[src/rtl/vga_text_console.sv]
// vga_text_console: byte stream to vga text write port; keeps a cursor, handles CR/LF/BS, FF clears the screen.
// Latency: one cycle from accept to write_strobe. Backpressure: in_ready low while the clear sequence runs.
// Define VGA_CONSOLE_CLEAR_ON_RESET_EN to start in the clear sequence after every reset.
module vga_text_console #(
    parameter int          COLS  = 80,
    parameter int          ROWS  = 25,
    parameter logic [7:0]  BLANK = 8'h20
) (
    input  logic        CLK,
    input  logic        RST_N,
    input  logic [7:0]  in_char,
    input  logic        in_valid,
    output logic        in_ready,
    output logic [7:0]  write_char,
    output logic [10:0] write_pos,
    output logic        write_strobe,
    output logic [10:0] cursor_pos,
    output logic        busy
);

    localparam int               CW       = (COLS > 1) ? $clog2(COLS) : 1;
    localparam logic [11:0]      NPOS     = 12'(COLS * ROWS);
    localparam logic [11:0]      POS_LAST = 12'(COLS * ROWS - 1);
    localparam logic [11:0]      NCOL     = 12'(COLS);
    localparam logic [CW-1:0]    COL_LAST = CW'(COLS - 1);
    localparam logic [CW-1:0]    COL_ONE  = CW'(1);

    typedef enum logic {IDLE, CLEAR} state_t;

`ifdef VGA_CONSOLE_CLEAR_ON_RESET_EN
    localparam state_t RST_STATE = CLEAR;
`else
    localparam state_t RST_STATE = IDLE;
`endif

    state_t        state_q, state_d;
    logic [CW-1:0] col_q, col_d;
    logic [11:0]   pos_q, pos_d;
    logic [11:0]   clr_q, clr_d;
    logic [7:0]    char_q, char_d;
    logic [10:0]   wpos_q, wpos_d;
    logic          strobe_q, strobe_d;

    logic [11:0]   line_start, lf_pos, pos_dec;

    // 12-bit arithmetic so row start + COLS can reach COLS*ROWS without overflow.
    assign line_start = pos_q - 12'(col_q);
    assign lf_pos     = line_start + NCOL;
    assign pos_dec    = pos_q - 12'd1;

    always_ff @(posedge CLK or negedge RST_N) begin
        if (!RST_N) begin
            state_q  <= RST_STATE;
            col_q    <= '0;
            pos_q    <= '0;
            clr_q    <= '0;
            char_q   <= '0;
            wpos_q   <= '0;
            strobe_q <= 1'b0;
        end else begin
            state_q  <= state_d;
            col_q    <= col_d;
            pos_q    <= pos_d;
            clr_q    <= clr_d;
            char_q   <= char_d;
            wpos_q   <= wpos_d;
            strobe_q <= strobe_d;
        end
    end

    always_comb begin
        state_d  = state_q;
        col_d    = col_q;
        pos_d    = pos_q;
        clr_d    = clr_q;
        char_d   = char_q;
        wpos_d   = wpos_q;
        strobe_d = 1'b0;
        case (state_q)
            IDLE: begin
                if (in_valid) begin
                    case (in_char)
                        8'h0A: begin
                            col_d = '0;
                            pos_d = (lf_pos == NPOS) ? 12'd0 : lf_pos;
                        end
                        8'h0D: begin
                            col_d = '0;
                            pos_d = line_start;
                        end
                        8'h08: begin
                            if (col_q != '0) begin
                                col_d    = col_q - COL_ONE;
                                pos_d    = pos_dec;
                                char_d   = BLANK;
                                wpos_d   = pos_dec[10:0];
                                strobe_d = 1'b1;
                            end
                        end
                        8'h0C: begin
                            state_d = CLEAR;
                            clr_d   = '0;
                        end
                        default: begin
                            char_d   = in_char;
                            wpos_d   = pos_q[10:0];
                            strobe_d = 1'b1;
                            if (pos_q == POS_LAST) begin
                                pos_d = '0;
                                col_d = '0;
                            end else begin
                                pos_d = pos_q + 12'd1;
                                col_d = (col_q == COL_LAST) ? '0 : col_q + COL_ONE;
                            end
                        end
                    endcase
                end
            end
            CLEAR: begin
                // One tail cycle after the last blank so in_ready rises the cycle after the final strobe.
                if (clr_q != NPOS) begin
                    char_d   = BLANK;
                    wpos_d   = clr_q[10:0];
                    strobe_d = 1'b1;
                    clr_d    = clr_q + 12'd1;
                end else begin
                    state_d = IDLE;
                    pos_d   = '0;
                    col_d   = '0;
                end
            end
            default: state_d = IDLE;
        endcase
    end

    assign in_ready     = (state_q == IDLE);
    assign busy         = (state_q == CLEAR);
    assign write_char   = char_q;
    assign write_pos    = wpos_q;
    assign write_strobe = strobe_q;
    assign cursor_pos   = pos_q[10:0];

endmodule

[config.mk]
export PLATFORM = sky130hd
export DESIGN_NAME = vga_text_console
export DESIGN_NICKNAME = d
export VERILOG_FILES = /design/src/rtl/vga_text_console.sv
export SDC_FILE = /design/constraint.sdc
export NUM_CORES = 1
export LEC_CHECK = 0
export CAP_MARGIN = 40
export CORE_UTILIZATION = 35
export DETAILED_ROUTE_END_ITERATION = 6
export GPL_ROUTABILITY_DRIVEN = 0
export GPL_TIMING_DRIVEN = 0
export SYNTH_ARGS = -nofsm -noshare
export SYNTH_HDL_FRONTEND = slang
export SYNTH_SLANG_ARGS = --single-unit
[constraint.sdc]
create_clock -name CLK -period 7.64 [get_ports CLK]
set_input_delay 2.292 -clock CLK [delete_from_list [all_inputs] [get_ports CLK]]
set_output_delay 2.292 -clock CLK [all_outputs]
set_load 0.01 [all_outputs]
# Yosys cells after proc, flatten, opt, wreduce, memory -nomap -nowiden

Cells that the tools add are included.

Word-level logic and storage cells: 72
Output and inout port bits: 33
Bits in registers: 52
Bits of input ports: 11

Eq/ne operators: 15
Bitwise gates (word level): 1
$add $sub $neg: 7
Mux-type cells: 36
Reduce and logical (&&, ||, !) cells: 6

Operator list:

| cell                                                                       | count |
|---|---|
| 12-bit two-way mux                                                         | 8 |
| 12-bit one-hot mux with 2 select lines                                     | 2 |
| 12-bit one-hot mux with 4 select lines                                     | 1 |
| 11-bit one-hot mux with 2 select lines                                     | 2 |
| 7-bit two-way mux                                                          | 5 |
| 11-bit two-way mux                                                         | 3 |
| 8-bit by 4-bit equality test with 1-bit output (second input constant)     | 4 |
| 8-bit one-hot mux with 2 select lines                                      | 2 |
| 12-bit by 1-bit adder with 12-bit output (second input constant)           | 2 |
| 12-bit by 11-bit equality test with 1-bit output (second input constant)   | 2 |
| 8-bit two-way mux                                                          | 3 |
| 7-bit one-hot mux with 3 select lines                                      | 1 |
| 7-bit one-hot mux with 2 select lines                                      | 1 |
| 12-bit by 7-bit adder with 12-bit output (second input constant)           | 1 |
| 12-bit by 11-bit inequality test with 1-bit output (second input constant) | 1 |
| 12-bit by 1-bit subtractor with 12-bit output (second input constant)      | 1 |
| 12-bit by 7-bit subtractor with 12-bit output                              | 1 |
| 2-bit inequality test (second input constant)                              | 4 |
| 4-bit AND reduction                                                        | 2 |
| 7-bit by 1-bit adder with 7-bit output (second input constant)             | 1 |
| 7-bit equality test (second input constant)                                | 1 |
| 7-bit nonzero test                                                         | 1 |
| 7-bit by 1-bit subtractor with 7-bit output (second input constant)        | 1 |
| 1-bit one-hot mux with 2 select lines                                      | 3 |
| other kinds (7)                                                            | 12 |

# Logic depth before layout (Yosys ltp)

Gate-level depths: netlist of run 1.

Depth after elaboration: 7
Depth in mapped cells: 16
Depth with buffers taken out: 16

# Worst setup path after synthesis of run 1

Ideal clock, no wire load.

Path type: input-to-reg
Start: input port in_char[5]
End: register wpos_q[0] (netlist: write_pos[0])
Data required time: 7.569 ns
Library setup time: 0.071 ns
Path buffers: 2
Arrival: 4.329 ns
Stages: 11
Slack: 3.239 ns
Cells stage by stage: nor4_1 -> nand2_1 -> nor2_1 -> nand2_1 -> inv_1 -> clkbuf_1 -> buf_1 -> ha_1 -> mux2i_1 -> nor2_1 -> nor2_1

Cells in the longest elaborated chain, start to end: 5
Elaborated cells on any way between the ends: 11
Those cells by class: eq/ne (6); mux (3); reduce/logical (2)

RTL lines:

| element                                        | line | RTL |
|---|---|---|
| start: declaration                             | 11   | `input logic [7:0] in_char,` |
| 8-bit by 4-bit equality test with 1-bit output | 82   | `case (in_char)` |
| 3-bit OR reduction (no source line)            | --   |  |
| 11-bit one-hot mux with 2 select lines         | 82   |  |
| 11-bit two-way mux                             | 81   | `if (in_valid) begin` |
| 11-bit one-hot mux with 2 select lines         | 79   | `case (state_q)` |
| end signal: assignment                         | 66   | `wpos_q <= wpos_d;` |
| end: declaration                               | 41   | `logic [10:0] wpos_q, wpos_d;` |

Parallel ways exist; a longest one is shown, timed or not. The select of a mux whose other input is x is not followed.
A chain may end at the register's enable or synchronous reset.

# Final worst setup path of run 1

Start: input port in_char[4]
End: register wpos_q[0] (netlist: write_pos[0])

Same word-level chain as after synthesis.

==> results of run 1 <==
[worst max-delay path: cells and delay by family]
family,cells,cell delay (ns)
adders and majority gates,1,0.36
buffers and inverters,4,1.65
muxes,1,0.18
and+or+nand+nor,6,1.25
[per-stage QoR]
stage | instances | cell area, µm² | worst slack [ns] | total power (µW) | utilization [%]
detailed placement | 714 | 4730 | 1.86 | 298 | 41.4
CTS | 722 | 4880 | 2.16 | 530 | 42.7
global placement | 711 | 4710 | 1.86 | 297 | 41.2
finish | 722 | 4880 | 2.13 | 527 | 42.7
floorplan | 525 | 4100 | 3.24 | 283 | -
global route | 722 | 4880 | 1.76 | 544 | 42.7
[kinds of logic after synthesis]
kind of cell / Yosys count
AOI/OAI and AO/OA: 151
xor gates and xnor gates: 38
adders and majority gates: 18
buffers and inverters: 58
DFF: 52
muxes: 2
and+or+nand+nor: 206
[layer usage]
| metal | up-vias | GRT usage [%] | share of wire [%] |
|---|---|---|---|
| li1 | 1961 | - | - |
| met5 | - | 0 | 0 |
| met1 | 1986 | 28.3 | 46 |
| met4 | 0 | 4.32 | 0.67 |
| met3 | 10 | 3.94 | 5.2 |
| met2 | 120 | 35.5 | 48 |
[layout make-up]
| class | count | area, µm² |
|---|---|---|
| fill | 1190 | 6540 |
| multi-input combinational | 415 | 2530 |
| sequential | 52 | 1300 |
| timing repair buffer | 46 | 454 |
| tap | 143 | 179 |
| buffer | 35 | 178 |
| clock buffer | 5 | 125 |
| inverter | 23 | 86.3 |
| clock inverter | 3 | 21.3 |
[registers in the layout, indices dropped and copies added, names as in the netlist]
register      count
write_char        8
write_pos        11
col_q             7
busy              1
pos_q            12
clr_q            12
write_strobe      1
[power groups by stage]
stage / combinational [µW] / clock (µW) / sequential, µW
final: 17.2 / 235 / 275
after detailed placement: 17.7 / 0 / 280
after global placement: 16.3 / 0 / 281
after CTS: 17.7 / 238 / 275
after floorplan: 2.82 / 0 / 281
after global routing: 19.3 / 249 / 275
[final timing paths]
kind                            slack (ns)          from            to
worst min-delay path                  0.48  write_pos[7]  write_pos[7]
worst min register to register        0.48  write_pos[7]  write_pos[7]
worst max-delay path                  2.13    in_char[4]  write_pos[0]
max in group asynchronous             5.05         RST_N  write_pos[0]
min in group asynchronous             2.01         RST_N      pos_q[8]
worst max register to register        3.45      pos_q[0]      pos_q[4]
[layout by cell type (no fill, tap or decap), types with 4 or more instances in the layout]
| cell type | Yosys | layout |
|---|---|---|
| a211oi_1 | 5 | 5 |
| a21o_1 | 5 | 5 |
| a21oi_1 | 43 | 43 |
| a22oi_1 | 5 | 5 |
| a31oi_1 | 9 | 9 |
| a32o_1 | 4 | 4 |
| and2_1 | 4 | 4 |
| and3_1 | 13 | 13 |
| buf_4 | 12 | 12 |
| clkbuf_1 | 20 | 20 |
| clkbuf_16 | 0 | 5 |
| clkdlybuf4s50_1 | 0 | 42 |
| dfrtp_1 | 52 | 52 |
| ha_1 | 17 | 17 |
| inv_1 | 22 | 22 |
| nand2_1 | 61 | 61 |
| nand2b_1 | 6 | 6 |
| nand3_1 | 20 | 20 |
| nor2_1 | 55 | 55 |
| nor3_1 | 12 | 12 |
| nor3b_1 | 4 | 4 |
| nor4_1 | 7 | 7 |
| o211ai_1 | 4 | 4 |
| o21ai_0 | 45 | 45 |
| o22ai_1 | 5 | 5 |
| o31ai_1 | 5 | 5 |
| or3_1 | 7 | 7 |
| xnor2_1 | 22 | 22 |
| xor2_1 | 15 | 15 |
==> run_results.csv, run 1 <==
group,metric,value,unit
clock_network,tritoncts,"yes",
global_route,grt_overflow,0,
worst_setup_path,path_cells,"clkdlybuf4s50_1 -> nor4_1 -> nand2_1 -> nor2_1 -> nand2_1 -> inv_1 -> clkbuf_1 -> buf_1 -> ha_1 -> mux2i_1 -> nor2_1 -> nor2_1",
floorplan,initial_core_util,35.9,%
timing,hold_violations,0,
clock_network,cts_buffer_depth,2,
floorplan,dieHeight,110,µm
power,switching_share,23.4,%
global_route,grt_max_degree,28,
worst_setup_path,ff2ff_path_depth,15,
global_route,grt_pass1_wl,19.7,mm
synthesis,netlist_area,4100,µm²
synthesis,synth_fp_nets,554,
worst_setup_path,crit_type,"primary input to flop",
clock_network,clock_sinks,52,
synthesis,syn_avg_cell_area,7.81,µm²
floorplan,rows,39,
power,p_sw,123,µW
worst_setup_path,start_kind,"primary input",
timing,post-route-period-util,72.2,%
worst_setup_path,critPathRequiredTime,7.87,ns
routing,drt_wl_total,12.3,mm
worst_setup_path,slowest_stage,"buf_1",
synthesis,muxShareOfSynthArea,0.488,%
clock_network,root_buffer,"clkbuf_16",
synthesis,synth_top_family_by_area,"simple AND/OR/NAND/NOR gates",
synthesis,yosysUniqueCellTypes,60,
power,ir_drop,0.0834,mV
synthesis,ys.flop_type,"dfrtp_1",
timing,tns,0,ns
routing,drc_errors,0,
global_route,first_global_vias,3913,
timing,slew_headroom,42.8,%
power,p_per_area,108,nW/µm²
synthesis,synth_top_area_share,31.7,%
synthesis,ys_seq_elements,52,
worst_setup_path,crit_top_cell,"nor2_1",
flow_run,drv_cap,0,
power,internal-power,404,µW
floorplan,die_w,110,µm
synthesis,synth_area_leaders,"dfrtp_1, nand2_1, o21ai_0",
min_path,hold_depth,2,
power,p_leak,0.00196,µW
routing,postRouteAntennaNets,0,
routing,wl_per_cell,17.0,µm
finish,final_nets,607,
synthesis,synth-compound-area-share,23.3,%
synthesis,synth-async-reset-ratio,100,%
global_route,antenna_found_initial,0,
clock_network,htree_num_levels,2,
clock_network,numCtsBuffers,5,
synthesis,synth_edf_count,0,
timing,rsz0062_at_grt,"false",
power,sequentialPowerShare,52.1,%
synthesis,synth_simple_gate_area_share,24.1,%
synthesis,yosys.area_share.adder,5.68,%
synthesis,yosysSeqAreaShare,31.7,%
timing,slew_violations,0,
clock_network,cts_resized,0,
synthesis,syn_inst,525,
timing,fmaxAchievable,181,MHz
synthesis,netlist_top_cells_count,"nand2_1, nor2_1, dfrtp_1, o21ai_0, a21oi_1",
clock_network,hold_buffers,0,
worst_setup_path,critPathArrivalTime,5.75,ns
placement,numPortBuffers,43,
synthesis,ys_warn_count,0,
synthesis,synth.most_common_cell,"nand2_1",
timing,worst_clock_skew,0.0103,ns
power,combPwrFrac,3.3,%
clock_network,postCtsSetupBuffers,0,
finish,area_growth,19.0,%
global_route,grt_usage,21.2,%
timing,fin_crit,5.51,ns
worst_setup_path,end_kind,"flop",
worst_setup_path,crit_fanout,10,
synthesis,yosys.area.top_type,"dfrtp_1",
floorplan,io_pins,44,
synthesis,synth-xor-area-share,8.30,%
clock_network,clk_pin_slew,0.08,ns
timing,setup-violations-final,0,
finish,diodes,0,
min_path,hold_path.class,"flop to flop",
routing,vias,4077,
routing,viasPerCell,5.65,
routing,drtPass1Iterations,7,
clock_network,insertion_delay,0.30,ns
routing,drt_iter0_drc,232,
floorplan,core,11400,µm²
timing,worst_pin_slew,0.858,ns
floorplan,die-area,12100,µm²
power,clockPowerShare,44.6,%
status,status,"complete, no violations",
placement,dp_hpwl,9.35,mm
timing,whs,0.479,ns
finish,drive_gt1_share,6.04,%
worst_setup_path,critPathMaxStageDelay,0.57,ns
Note: power is estimated with default switching activity, not from simulation.
==> run 2, diff against run 1 <==
==> constraint.sdc (replaced) <==
create_clock -name CLK -period 4.9 [get_ports CLK]
set_input_delay 1.47 -clock CLK [delete_from_list [all_inputs] [get_ports CLK]]
set_output_delay 1.47 -clock CLK [all_outputs]
set_load 0.01 [all_outputs]
==> run 2 against run 1 <==
Final cell count stayed put. Hold slack unchanged. Flip-flop and latch count unchanged. Die area stayed put. Power rose by 56%. Count of clock-buffer cells in the layout unchanged. Worst setup slack worse by 1.7 ns. Combinational power rose by 56%. Via count unchanged. Sequential share of layout area about the same. Routed wire length is the same. First-iteration DRC count did not move. Critical path type unchanged. Largest cell class unchanged. Largest power group unchanged.
==> run_results.csv, run 2 (synthesized netlist as in run 1, its figures left out) <==
group,metric,value,unit
worst_setup_path,r2r-end,"pos_q[4]",
routing,drc_errors,0,
timing,setup-violations-final,0,
finish,drive_gt1_share,6.22,%
worst_setup_path,path_cells,"clkdlybuf4s50_1 -> nor4_1 -> nand2_1 -> nor2_1 -> nand2_1 -> inv_1 -> clkbuf_1 -> clkbuf_2 -> ha_1 -> mux2i_1 -> nor2_1 -> nor2_1",
worst_setup_path,crit_type,"primary input to flop",
min_path,hold_depth,2,
floorplan,die_w,110,µm
clock_network,cts_buffer_depth,2,
worst_setup_path,crit_top_cell,"nor2_1",
routing,vias,4077,
floorplan,rows,39,
worst_setup_path,critPathArrivalTime,4.69,ns
clock_network,cts_resized,0,
global_route,first_global_vias,3913,
status,status,"complete, no violations",
min_path,min_to,"write_pos[7]",
global_route,antenna_found_initial,0,
power,ir_drop,0.130,mV
routing,drtPass1Iterations,7,
timing,fmaxAchievable,224,MHz
min_path,hold_path.class,"flop to flop",
routing,drt_wl_total,12.3,mm
power,p_per_area,168,nW/µm²
clock_network,insertion_delay,0.30,ns
power,p_leak,0.00196,µW
clock_network,clock_sinks,52,
finish,layout_commonest_cell,"nand2_1",
floorplan,dieHeight,110,µm
clock_network,clk_pin_slew,0.08,ns
worst_setup_path,critPathRequiredTime,5.13,ns
placement,numPortBuffers,43,
global_route,grt_max_degree,28,
placement,place_area,4730,µm²
clock_network,numCtsBuffers,5,
timing,worst_clock_skew,0.0103,ns
timing,worst_pin_slew,0.858,ns
global_route,grt_pass1_wl,19.7,mm
timing,post-route-period-util,91.0,%
placement,pre_cts_ws,-0.0597,ns
finish,final_cell_mix,"nand2_1, nor2_1, dfrtp_1",
worst_setup_path,rr_startpoint,"pos_q[0]",
worst_setup_path,end_kind,"flop",
routing,wl_per_cell,17.0,µm
timing,hold_violations,0,
timing,tns,0,ns
clock_network,hold_buffers,0,
clock_network,htree_num_levels,2,
floorplan,initial_core_util,35.9,%
finish,diodes,0,
timing,whs,0.479,ns
worst_setup_path,path_delay_family,"buffers and inverters",
clock_network,tritoncts,"yes",
timing,rsz0062_at_grt,"false",
floorplan,die-area,12100,µm²
placement,dp_hpwl,9.35,mm
timing,setup_ws,0.440,ns
timing,slew_headroom,42.8,%
worst_setup_path,crit_fanout,10,
global_route,grt_overflow,0,
min_path,hold_path_startpoint,"write_pos[7]",
finish,final_nets,607,
routing,postRouteAntennaNets,0,
clock_network,postCtsSetupBuffers,0,
floorplan,core,11400,µm²
routing,drt_iter0_drc,232,
worst_setup_path,start_kind,"primary input",
global_route,grt_usage,21.2,%
finish,area_growth,19.0,%
worst_setup_path,reg2reg_slack,0.71,ns
routing,viasPerCell,5.65,
timing,fin_crit,4.46,ns
timing,slew_violations,0,
clock_network,root_buffer,"clkbuf_16",
worst_setup_path,worst-path-buf-inv,4,
worst_setup_path,critPathMaxStageDelay,0.46,ns
worst_setup_path,slowest_stage,"clkbuf_1",
finish,design_area,4880,µm²
floorplan,io_pins,44,
flow_run,drv_cap,0,
worst_setup_path,ff2ff_path_depth,15,
==> run 2: cell count changes in the layout (fill, tap and decap cells not counted) <==
| cell | delta |
|---|---|
| clkbuf_2 | +1 |
| buf_1 | -1 |
==> run 2: report_power, final <==
| part | internal (µW) | total, µW | switching (µW) |
|---|---|---|---|
| clock | 191 | 367 | 176 |
| sequential | 429 | 429 | 0 |
| combinational | 10.3 | 26.8 | 16.6 |
| total | 630 | 822 | 192 |
==> run 2: per-layer routing <==
layer / GRT usage (%) / wire length, µm / vias to the layer above
li1: - / - / 1961
met1: 28.3 / 5710 / 1986
met2: 35.5 / 5840 / 120
met3: 3.94 / 644 / 10
met4: 4.32 / 82 / 0
met5: 0 / 0 / -
==> run 2: cell type report <==
type / count / area [µm²]
Timing Repair Buffer: 46 / 454
Multi-Input combinational cell: 415 / 2530
Sequential cell: 52 / 1300
Clock buffer: 5 / 125
Buffer: 35 / 179
Tap cell: 143 / 179
Fill cell: 1192 / 6540
Inverter: 23 / 86.3
Clock inverter: 3 / 21.3
==> run 2: worst min-delay path, delay by kind of cell (launching register included) <==
family          cells  cell delay, ns
flops               1            0.34
compound gates      1            0.06
simple gates        1            0.04
==> run 2: worst max path at each step <==
stage	cells past startpoint	to	slack (ns)	from
after detailed placement	12	write_pos[0]	-0.06	in_char[4]
after floorplan	15	pos_q[4]	1.25	pos_q[0]
final	12	write_pos[0]	0.44	in_char[4]
after global placement	12	write_pos[0]	-0.06	in_char[4]
after global routing	12	write_pos[0]	0.07	in_char[4]
after CTS	12	write_pos[0]	0.24	in_char[4]
==> run 2: through the flow <==
step	utilization (%)	instances	power (µW)
floorplan	-	525	442
global placement	41.2	711	463
detailed placement	41.4	714	465
CTS	42.7	722	827
global route	42.7	722	848
finish	42.7	722	822
